<file path="src/rtl/systolic_pkg.sv">
// Shared definitions for the systolic-array buffer blocks: default
// dimensions, the buffer sequencing states and width helpers.
package systolic_pkg;

  localparam int unsigned SIZE_DEFAULT         = 8;
  localparam int unsigned WEIGHT_WIDTH_DEFAULT = 5;

  typedef enum logic [1:0] {
    IDLE   = 2'd0,
    READY  = 2'd1,
    STREAM = 2'd2
  } state_t;

  // Width of a linear row*SIZE+col address
  function automatic int unsigned addr_width(input int unsigned size);
    return $clog2(size * size);
  endfunction

  // Width of a row (or column) index
  function automatic int unsigned row_width(input int unsigned size);
    return $clog2(size);
  endfunction

  function automatic bit is_pow2(input int unsigned n);
    return (n != 0) && ((n & (n - 1)) == 0);
  endfunction

endpackage

</file>
<file path="src/rtl/weight_row_bank.sv">
// Row-organised weight storage: SIZE row registers, one weight written
// per cycle at (row, col), whole-row combinational read.
module weight_row_bank
  import systolic_pkg::*;
#(
  parameter int unsigned SIZE         = SIZE_DEFAULT,
  parameter int unsigned WEIGHT_WIDTH = WEIGHT_WIDTH_DEFAULT,
  parameter int unsigned ROW_WIDTH    = row_width(SIZE)
) (
  input  logic                         clk,
  input  logic                         we,
  input  logic [ROW_WIDTH-1:0]         wr_row,
  input  logic [ROW_WIDTH-1:0]         wr_col,
  input  logic [WEIGHT_WIDTH-1:0]      wr_data,
  input  logic [ROW_WIDTH-1:0]         rd_row,
  output logic [SIZE*WEIGHT_WIDTH-1:0] rd_data
);

  logic [SIZE*WEIGHT_WIDTH-1:0] rows [SIZE];

  // Single-weight write into the addressed row; contents survive reset
  always_ff @(posedge clk) begin
    if (we) begin
      rows[wr_row][wr_col*WEIGHT_WIDTH +: WEIGHT_WIDTH] <= wr_data;
    end
  end

  assign rd_data = rows[rd_row];

endmodule

</file>
<file path="src/rtl/weight_preload_buffer.sv">
// Weight store for a SIZE x SIZE weight-stationary array: loaded one
// weight per cycle, streamed one row per cycle (bottom row first).
module weight_preload_buffer
  import systolic_pkg::*;
#(
  parameter int unsigned SIZE         = SIZE_DEFAULT,
  parameter int unsigned WEIGHT_WIDTH = WEIGHT_WIDTH_DEFAULT,
  parameter int unsigned ADDR_WIDTH   = addr_width(SIZE),
  parameter int unsigned ROW_WIDTH    = row_width(SIZE)
) (
  input  logic                         clk,
  input  logic                         rst,
  input  logic                         wr_en,
  input  logic [ADDR_WIDTH-1:0]        wr_addr,
  input  logic [WEIGHT_WIDTH-1:0]      wr_data,
  input  logic                         load_done,
  input  logic                         start,
  output logic                         row_valid,
  output logic [SIZE*WEIGHT_WIDTH-1:0] row_data,
  output logic [ROW_WIDTH-1:0]         row_idx,
  output logic                         ready,
  output logic                         busy,
  output logic                         stream_done,
  output logic                         wr_err
);

  localparam int unsigned DEPTH = SIZE * SIZE;

  if (!is_pow2(SIZE) || SIZE < 2 || SIZE > 32) begin : g_bad_size
    $error("weight_preload_buffer: SIZE must be a power of two in 2..32");
  end
  if (ADDR_WIDTH < 2 * ROW_WIDTH) begin : g_bad_addr_width
    $error("weight_preload_buffer: ADDR_WIDTH too narrow for SIZE*SIZE");
  end

  state_t                       state;
  logic [ROW_WIDTH-1:0]         cnt;
  logic                         addr_ok;
  logic                         wr_accept;
  logic                         wr_drop;
  logic [ROW_WIDTH-1:0]         wr_row;
  logic [ROW_WIDTH-1:0]         wr_col;
  logic [SIZE*WEIGHT_WIDTH-1:0] rd_data;

  // SIZE is a power of two, so row/col are plain bit fields of the address
  assign wr_col  = wr_addr[ROW_WIDTH-1:0];
  assign wr_row  = wr_addr[2*ROW_WIDTH-1:ROW_WIDTH];
  assign addr_ok = (32'(wr_addr) < DEPTH);

  // A start in READY takes priority over a same-cycle write
  always_comb begin
    wr_accept = 1'b0;
    wr_drop   = 1'b0;
    if (wr_en) begin
      wr_accept = addr_ok && ((state == IDLE) || (state == READY && !start));
      wr_drop   = !wr_accept;
    end
  end

  weight_row_bank #(
    .SIZE         (SIZE),
    .WEIGHT_WIDTH (WEIGHT_WIDTH),
    .ROW_WIDTH    (ROW_WIDTH)
  ) u_bank (
    .clk     (clk),
    .we      (wr_accept),
    .wr_row  (wr_row),
    .wr_col  (wr_col),
    .wr_data (wr_data),
    .rd_row  (cnt),
    .rd_data (rd_data)
  );

  // Sequencer, row counter and registered outputs; outputs trail the
  // state by one cycle, and stream_done follows the row-0 output cycle
  always_ff @(posedge clk or posedge rst) begin
    if (rst) begin
      state       <= IDLE;
      cnt         <= '0;
      row_valid   <= 1'b0;
      row_data    <= '0;
      row_idx     <= '0;
      ready       <= 1'b0;
      busy        <= 1'b0;
      stream_done <= 1'b0;
      wr_err      <= 1'b0;
    end else begin
      row_valid   <= (state == STREAM);
      busy        <= (state == STREAM);
      row_data    <= (state == STREAM) ? rd_data : '0;
      row_idx     <= (state == STREAM) ? cnt : '0;
      ready       <= (state == READY);
      stream_done <= row_valid && (row_idx == '0);
      wr_err      <= wr_drop;
      case (state)
        IDLE: begin
          if (load_done) state <= READY;
        end
        READY: begin
          if (start) begin
            state <= STREAM;
            cnt   <= ROW_WIDTH'(SIZE - 1);
          end
        end
        STREAM: begin
          if (cnt == '0) state <= READY;
          else           cnt   <= cnt - 1'b1;
        end
        default: state <= IDLE;
      endcase
    end
  end

endmodule

</file>
<file path="config.mk">
export PLATFORM = sky130hd
export DESIGN_NAME = weight_preload_buffer
export DESIGN_NICKNAME = d
export VERILOG_FILES = /design/src/rtl/systolic_pkg.sv /design/src/rtl/weight_row_bank.sv /design/src/rtl/weight_preload_buffer.sv
export SDC_FILE = /design/constraint.sdc
export NUM_CORES = 1
export LEC_CHECK = 0
export ABC_AREA = 1
export CORE_MARGIN = 10
export CORE_UTILIZATION = 58
export CTS_CLUSTER_SIZE = 28
export DETAILED_ROUTE_END_ITERATION = 8
export PLACE_DENSITY = 0.73
export SLEW_MARGIN = 10
export SYNTH_ARGS = -nofsm -noshare
export SYNTH_HDL_FRONTEND = slang
export SYNTH_HIERARCHICAL = 1
export SYNTH_SLANG_ARGS = --single-unit
</file>
<file path="constraint.sdc">
create_clock -name clk -period 3.27 [get_ports clk]
set_input_delay 0.4905 -clock clk [delete_from_list [all_inputs] [get_ports clk]]
set_output_delay 0.4905 -clock clk [all_outputs]
set_load 0.1 [all_outputs]
</file>
==> flow_metrics.tcl, run 1 <==
set metrics [dict create \
    status "finished, final reports clean" \
    drt_iter0_markers 1106 \
    yosysMostFrequentCell "nand2_1" \
    synth_edf_count 320 \
    setup.worst_path.end_class "flop" \
    ys.flop_type "edfxtp_1" \
    syn_nets 1754 \
    synth.distinct_cells 22 \
    netlist_area_um2 16500 \
    slew_headroom_pct 26.43 \
    crit_end "u_bank/rows[4][33]" \
    maxSlewViolCount 0 \
    clock_latency_ns 0.53 \
    tightest_slew_ns 1.095 \
    hold_class "in2async" \
    ir_drop_v 0.0005200 \
    ctsResizeCount 0 \
    cts_max_level 2 \
    port_buffers 63 \
    routedWlPerCell_um 17.16 \
    crit_type "in2reg" \
    setup.worst_path.start "wr_addr[1]" \
    core.rowCount 61 \
    placed_cell_area_um2 17540 \
    r2r_cells 7 \
    worst-endpoint-required_ns 3.44 \
    diodes 0 \
    postLayoutCellArea_um2 18750 \
    grt_max_degree 132 \
    grt_pass1_vias 11250 \
    fp.dieW_um 188.7 \
    ys_warn_count 6 \
    max_freq_ghz 0.3730 \
    place_ws_ns 0.1513 \
    detail-route-antenna-nets 0 \
    power_mw 15.34 \
    vias 11400 \
    cp_max_fo 8 \
    synthCells 1733 \
    drv_cap 0 \
    layout-drive-gt1-share_pct 6.059 \
    setup_viol 0 \
    cp.arrival_ns 2.85 \
    cts_tree "built" \
    yosysSeqAreaShare_pct 66.11 \
    core_um2 27930 \
    ctsRootBufferMaster "clkbuf_16" \
    die_area_um2 35600 \
    cts_hold_buf 0 \
    final-hold-violation-count 0 \
    ff2ff_setup_slack_ns 1.03 \
    num_io_pins 64 \
    rsz0062_at_grt "false" \
    ys_ff_latch 372 \
    route.detailed.drc 0 \
    synth_top_area_cell "edfxtp_1" \
    grt_overflow 0 \
    syn_avg_cell_area_um2 9.523 \
    synthTopCellsByArea "edfxtp_1, nand2_1, inv_1" \
    cellPowerDensity_nw_per_um2 818.2 \
    setup_slack_ns 0.5887 \
    fin_crit_sh_pct 82.00 \
    track_usage_pct 21.24 \
    min_period_ns 2.681 \
    grt_pass1_wl_um 59000 \
    netlist.area_leader.share_pct 58.23 \
    gp_congestion 0.8777 \
    grt_antenna_before_repair 0 \
    wl_um 37920 \
    finalNetCount 1823 \
    drt_pass1_iterations 6 \
    syn_to_final_growth_pct 13.59 \
    start_util_pct 59.08 \
    clock_sinks 372 \
    cts.path.max_buffers 3 \
    dpl.hpwl_um 24110 \
    die_h_um 188.7 \
    cts_made_buffers 39 \
    netlist_top_cells_count "nand2_1, inv_1, edfxtp_1" \
    reg2reg_from "state[0]" \
    cts.clk_slew.worst_paths_ns 0.06 \
    cts_setup_buffers 0 \
    skew_ns 0.01816 \
    setup.worst_path.start_class "primary input" \
    reg2reg_to "u_bank/rows[6][17]" \
    synthArstFlopShare_pct 13.98 \
    p_leak_nw 8.629 \
    via_per_inst 5.158 \
    setup_tns_ns 0 \
]
## critical path, stage by stage
cell,delay (ns)
clkdlybuf4s50_1,0.59
inv_1,0.11
ha_1,0.44
inv_1,0.16
nor2_1,0.41
nand2_2,0.25
nor2_1,0.40
## final cells by class
type                    count  area (um2)
clock inverters            13       88.84
repair buffers             98       943.4
fillers                  2151        9189
inverters                 390        1466
well taps                 378       473.0
flip-flops and latches    372       10920
multi-input cells         901        3739
clock buffers              58        1120
## placed cells by master, fill, tap and decap left out, drive strengths merged
cell,n
clkdlybuf4s50,63
ha,5
a21boi,1
clkbuf,58
nand2,556
edfxtp,320
o21ai,2
nor2,136
a21oi,1
inv,390
nand3,179
clkinvlp,1
bufinv,1
nor3,21
buf,35
clkinv,11
dfrtp,52
## worst min-delay path by stage
stage,start,to,cells after the start
5_1_grt,rst,wr_err,2
4_1_cts,rst,state[1],2
2_1_floorplan,state[1],ready,1
3_5_place_dp,row_idx[0],stream_done,1
6_report,rst,wr_err,2
3_3_place_gp,row_idx[1],stream_done,1
## power breakdown
group / internal, mW / switching, mW
combinational: 1.47 / 4.23
clock: 2.45 / 1.69
sequential: 5.35 / 0.155
total: 9.26 / 6.08
## through the flow
stage          hold slack [ns]  utilization, %  cells
2_1_floorplan           0.4923               -   1733
4_1_cts                 0.2040           67.11   2210
5_1_grt                 0.2311           67.11   2210
3_3_place_gp            0.4172           62.78   2139
6_report                0.2089           67.11   2210
3_5_place_dp            0.4185           62.78   2139
## kinds of logic after synthesis
group                    after synthesis  share of synthesized area, %
buffers and inverters                460                         11.24
AND/OR/NAND/NOR                      892                         22.14
flip-flops                           372                         66.11
adder cells (fa/ha/maj)                5                        0.3791
AO/OA/AOI/OAI                          4                        0.1364
## flip-flops by register name, indices dropped and copies added (netlist names)
signal	count
ready	1
stream_done	1
row_idx	3
cnt	3
row_data	40
u_bank/rows	320
state	2
wr_err	1
busy	1
## per-layer routing
layer	wire (um)	part of all wire, %	up-vias	GRT usage, %
li1	-	-	5464	-
met3	2962	7.8	85	3.453
met4	1196	3.2	0	8.761
met1	15050	40	5363	25.92
met5	0	0	-	0
met2	18710	49	488	36.79
Power figures use the tool's default switching activity.
==> run 2, diff against run 1 <==
--- a/config.mk
+++ b/config.mk
@@ -7,7 +7,7 @@
 export LEC_CHECK = 0
 export ABC_AREA = 1
 export CORE_MARGIN = 10
-export CORE_UTILIZATION = 58
+export CORE_UTILIZATION = 55
 export CTS_CLUSTER_SIZE = 28
 export DETAILED_ROUTE_END_ITERATION = 8
 export PLACE_DENSITY = 0.73
==> constraint.sdc (replaced) <==
create_clock -name clk -period 2.3 [get_ports clk]
set_input_delay 0.345 -clock clk [delete_from_list [all_inputs] [get_ports clk]]
set_output_delay 0.345 -clock clk [all_outputs]
set_load 0.1 [all_outputs]
==> run 2 against run 1 <==
Cell area rose by 4.5%. Combinational power rose by 45%. Clock skew fell by 0.010 ns. Sequential cell count did not move. Cell count rose by 5.0%. Global-route usage fell by 0.51 points. Worst hold slack got worse by 0.028 ns. Die area rose by 4.9%. Clock power rose by 58%. Wire length rose by 4.4%. Critical endpoint is now u_bank/rows[3][31].
==> flow_metrics.tcl, run 2 (synthesis gave the netlist of run 1 again) <==
set metrics [dict create \
    cts_tree "built" \
    setup.worst_path.end_class "flop" \
    place_ws_ns -0.3628 \
    grt_pass1_wl_um 62160 \
    clock_latency_ns 0.52 \
    fillCellCount 2265 \
    cts.clk_slew.worst_paths_ns 0.06 \
    power.share.clock_pct 29.0 \
    ctsResizeCount 0 \
    die_area_um2 37330 \
    cts_made_buffers 38 \
    min_period_ns 2.139 \
    setup.worst_path.start_class "primary input" \
    wl_um 39580 \
    die_h_um 193.2 \
    max_freq_ghz 0.4675 \
    vias 11800 \
    clock_sinks 372 \
    setup_slack_ns 0.1612 \
    cts_setup_buffers 0 \
    p_sw_share_pct 38.79 \
    power_frac_comb_pct 36.6 \
    worst-path-buf-inv 3 \
    reg2reg_to "u_bank/rows[5][6]" \
    core_um2 29640 \
    ir_drop_v 0.001048 \
    p_leak_nw 9.341 \
    power.share.sequential_pct 34.3 \
    cpPeakStageDelay_ns 0.81 \
    grt_antenna_before_repair 1 \
    syn_to_final_growth_pct 18.70 \
    largest_register "u_bank/rows" \
    layout-drive-gt1-share_pct 13.78 \
    fin_crit_sh_pct 92.99 \
    reg_top3 "u_bank/rows x320, row_data x40" \
    largest_reg_flops 320 \
    seqCellArea_um2 10920 \
    track_usage_pct 20.73 \
    ctsRootBufferMaster "clkbuf_16" \
    gp_congestion 0.9286 \
    skew_ns 0.007948 \
    crit_type "in2reg" \
    detail-route-antenna-nets 0 \
    diodes 0 \
    critical-path-top-delay-family "simple AND/OR/NAND/NOR gates" \
    core.rowCount 63 \
    routedWlPerCell_um 17.05 \
    grt_max_degree 122 \
    port_buffers 63 \
    drv_cap 0 \
    setup_tns_ns 0 \
    cellPowerDensity_nw_per_um2 1153 \
    cp_max_fo 8 \
    setup_viol 0 \
    ff2ff_setup_slack_ns 0.28 \
    status "finished, final reports clean" \
    slew_headroom_pct 32.02 \
    cts_max_level 2 \
    multi_input_area_um2 3739 \
    cp_cell_sequence "clkdlybuf4s50_1 -> inv_1 -> ha_1 -> buf_4 -> nand2_1 -> nor3_1" \
    final_common_cell "nand2_1" \
    dpl.hpwl_um 25660 \
    reg2reg_from "state[0]" \
    worst-endpoint-required_ns 2.47 \
    cp.arrival_ns 2.31 \
    cts.path.max_buffers 3 \
    drt_iter0_markers 1273 \
    finalNetCount 1922 \
    grt_pass1_vias 11820 \
    via_per_inst 5.082 \
    cts_hold_buf 0 \
    final-hold-violation-count 0 \
    p_int_mw 13.82 \
    rsz0062_at_grt "false" \
    cp_slowest_cell "nor3_1" \
    start_util_pct 55.68 \
    num_io_pins 64 \
    tightest_slew_ns 1.012 \
    drt_pass1_iterations 5 \
    hold_class "in2async" \
    layout_common_cells "nand2_1, inv_1, edfxtp_1" \
    maxSlewViolCount 0 \
    fp.dieW_um 193.2 \
    p_sw_mw 8.758 \
    grt_overflow 0 \
    r2r_cells 8 \
    route.detailed.drc 0 \
]
run 2: per-stage QoR:
| step | instance area (um2) | power (mW) | hold slack [ns] | util (%) | instances |
|---|---|---|---|---|---|
| 4_1_cts | 19590 | 22.65 | 0.2045 | 66.10 | 2321 |
| 3_5_place_dp | 18230 | 16.07 | 0.4274 | 61.52 | 2251 |
| 2_1_floorplan | 16500 | 14.09 | 0.4512 | - | 1733 |
| 6_report | 19590 | 22.58 | 0.1810 | 66.10 | 2321 |
| 5_1_grt | 19590 | 23.76 | 0.2313 | 66.10 | 2321 |
| 3_3_place_gp | 18230 | 15.97 | 0.4186 | 61.52 | 2251 |
run 2: area by class of cell:
type                    count  share of cell area, %
flip-flops and latches    372                  55.72
multi-input cells         901                  19.08
repair buffers            198                  8.290
inverters                 390                  7.486
clock buffers              53                  5.723
well taps                 390                  2.491
clock inverters            17                  1.207
run 2: routing by layer:
layer	track usage [%]	vias to the layer above	part of all wire, %
met3	3.855	85	7.3
met1	26.28	5588	41
met2	34.77	475	48
met4	7.668	0	3.2
met5	0	-	0
li1	-	5647	-
run 2: power by group through the flow:
stage / sequential [mW] / combinational [mW] / clock [mW]
finish: 7.75 / 8.27 / 6.56
global route: 7.78 / 9.06 / 6.92
CTS: 7.75 / 8.26 / 6.64
detailed placement: 7.89 / 8.18 / 0
global placement: 7.89 / 8.08 / 0
floorplan: 9.60 / 4.49 / 0
run 2: how the worst max path moves through the flow:
| stage | from | to | slack (ns) | cells after the start |
|---|---|---|---|---|
| 3_5_place_dp | wr_addr[0] | u_bank/rows[1][31] | -0.36 | 6 |
| 6_report | wr_addr[0] | u_bank/rows[3][31] | 0.16 | 6 |
| 5_1_grt | wr_addr[0] | u_bank/rows[3][31] | 0.03 | 6 |
| 4_1_cts | wr_addr[0] | u_bank/rows[6][31] | 0.17 | 6 |
| 3_3_place_gp | wr_addr[0] | u_bank/rows[1][31] | -0.24 | 6 |
| 2_1_floorplan | wr_addr[0] | u_bank/rows[0][0] | 0.39 | 8 |
==> run 3, diff against run 2 <==
--- a/config.mk
+++ b/config.mk
@@ -11,7 +11,7 @@
 export CTS_CLUSTER_SIZE = 28
 export DETAILED_ROUTE_END_ITERATION = 8
 export PLACE_DENSITY = 0.73
-export SLEW_MARGIN = 10
+export SLEW_MARGIN = 20
 export SYNTH_ARGS = -nofsm -noshare
 export SYNTH_HDL_FRONTEND = slang
 export SYNTH_HIERARCHICAL = 1
==> results of run 3 <==
Same layout as run 2: the final DEF is identical, and so are final timing and power.
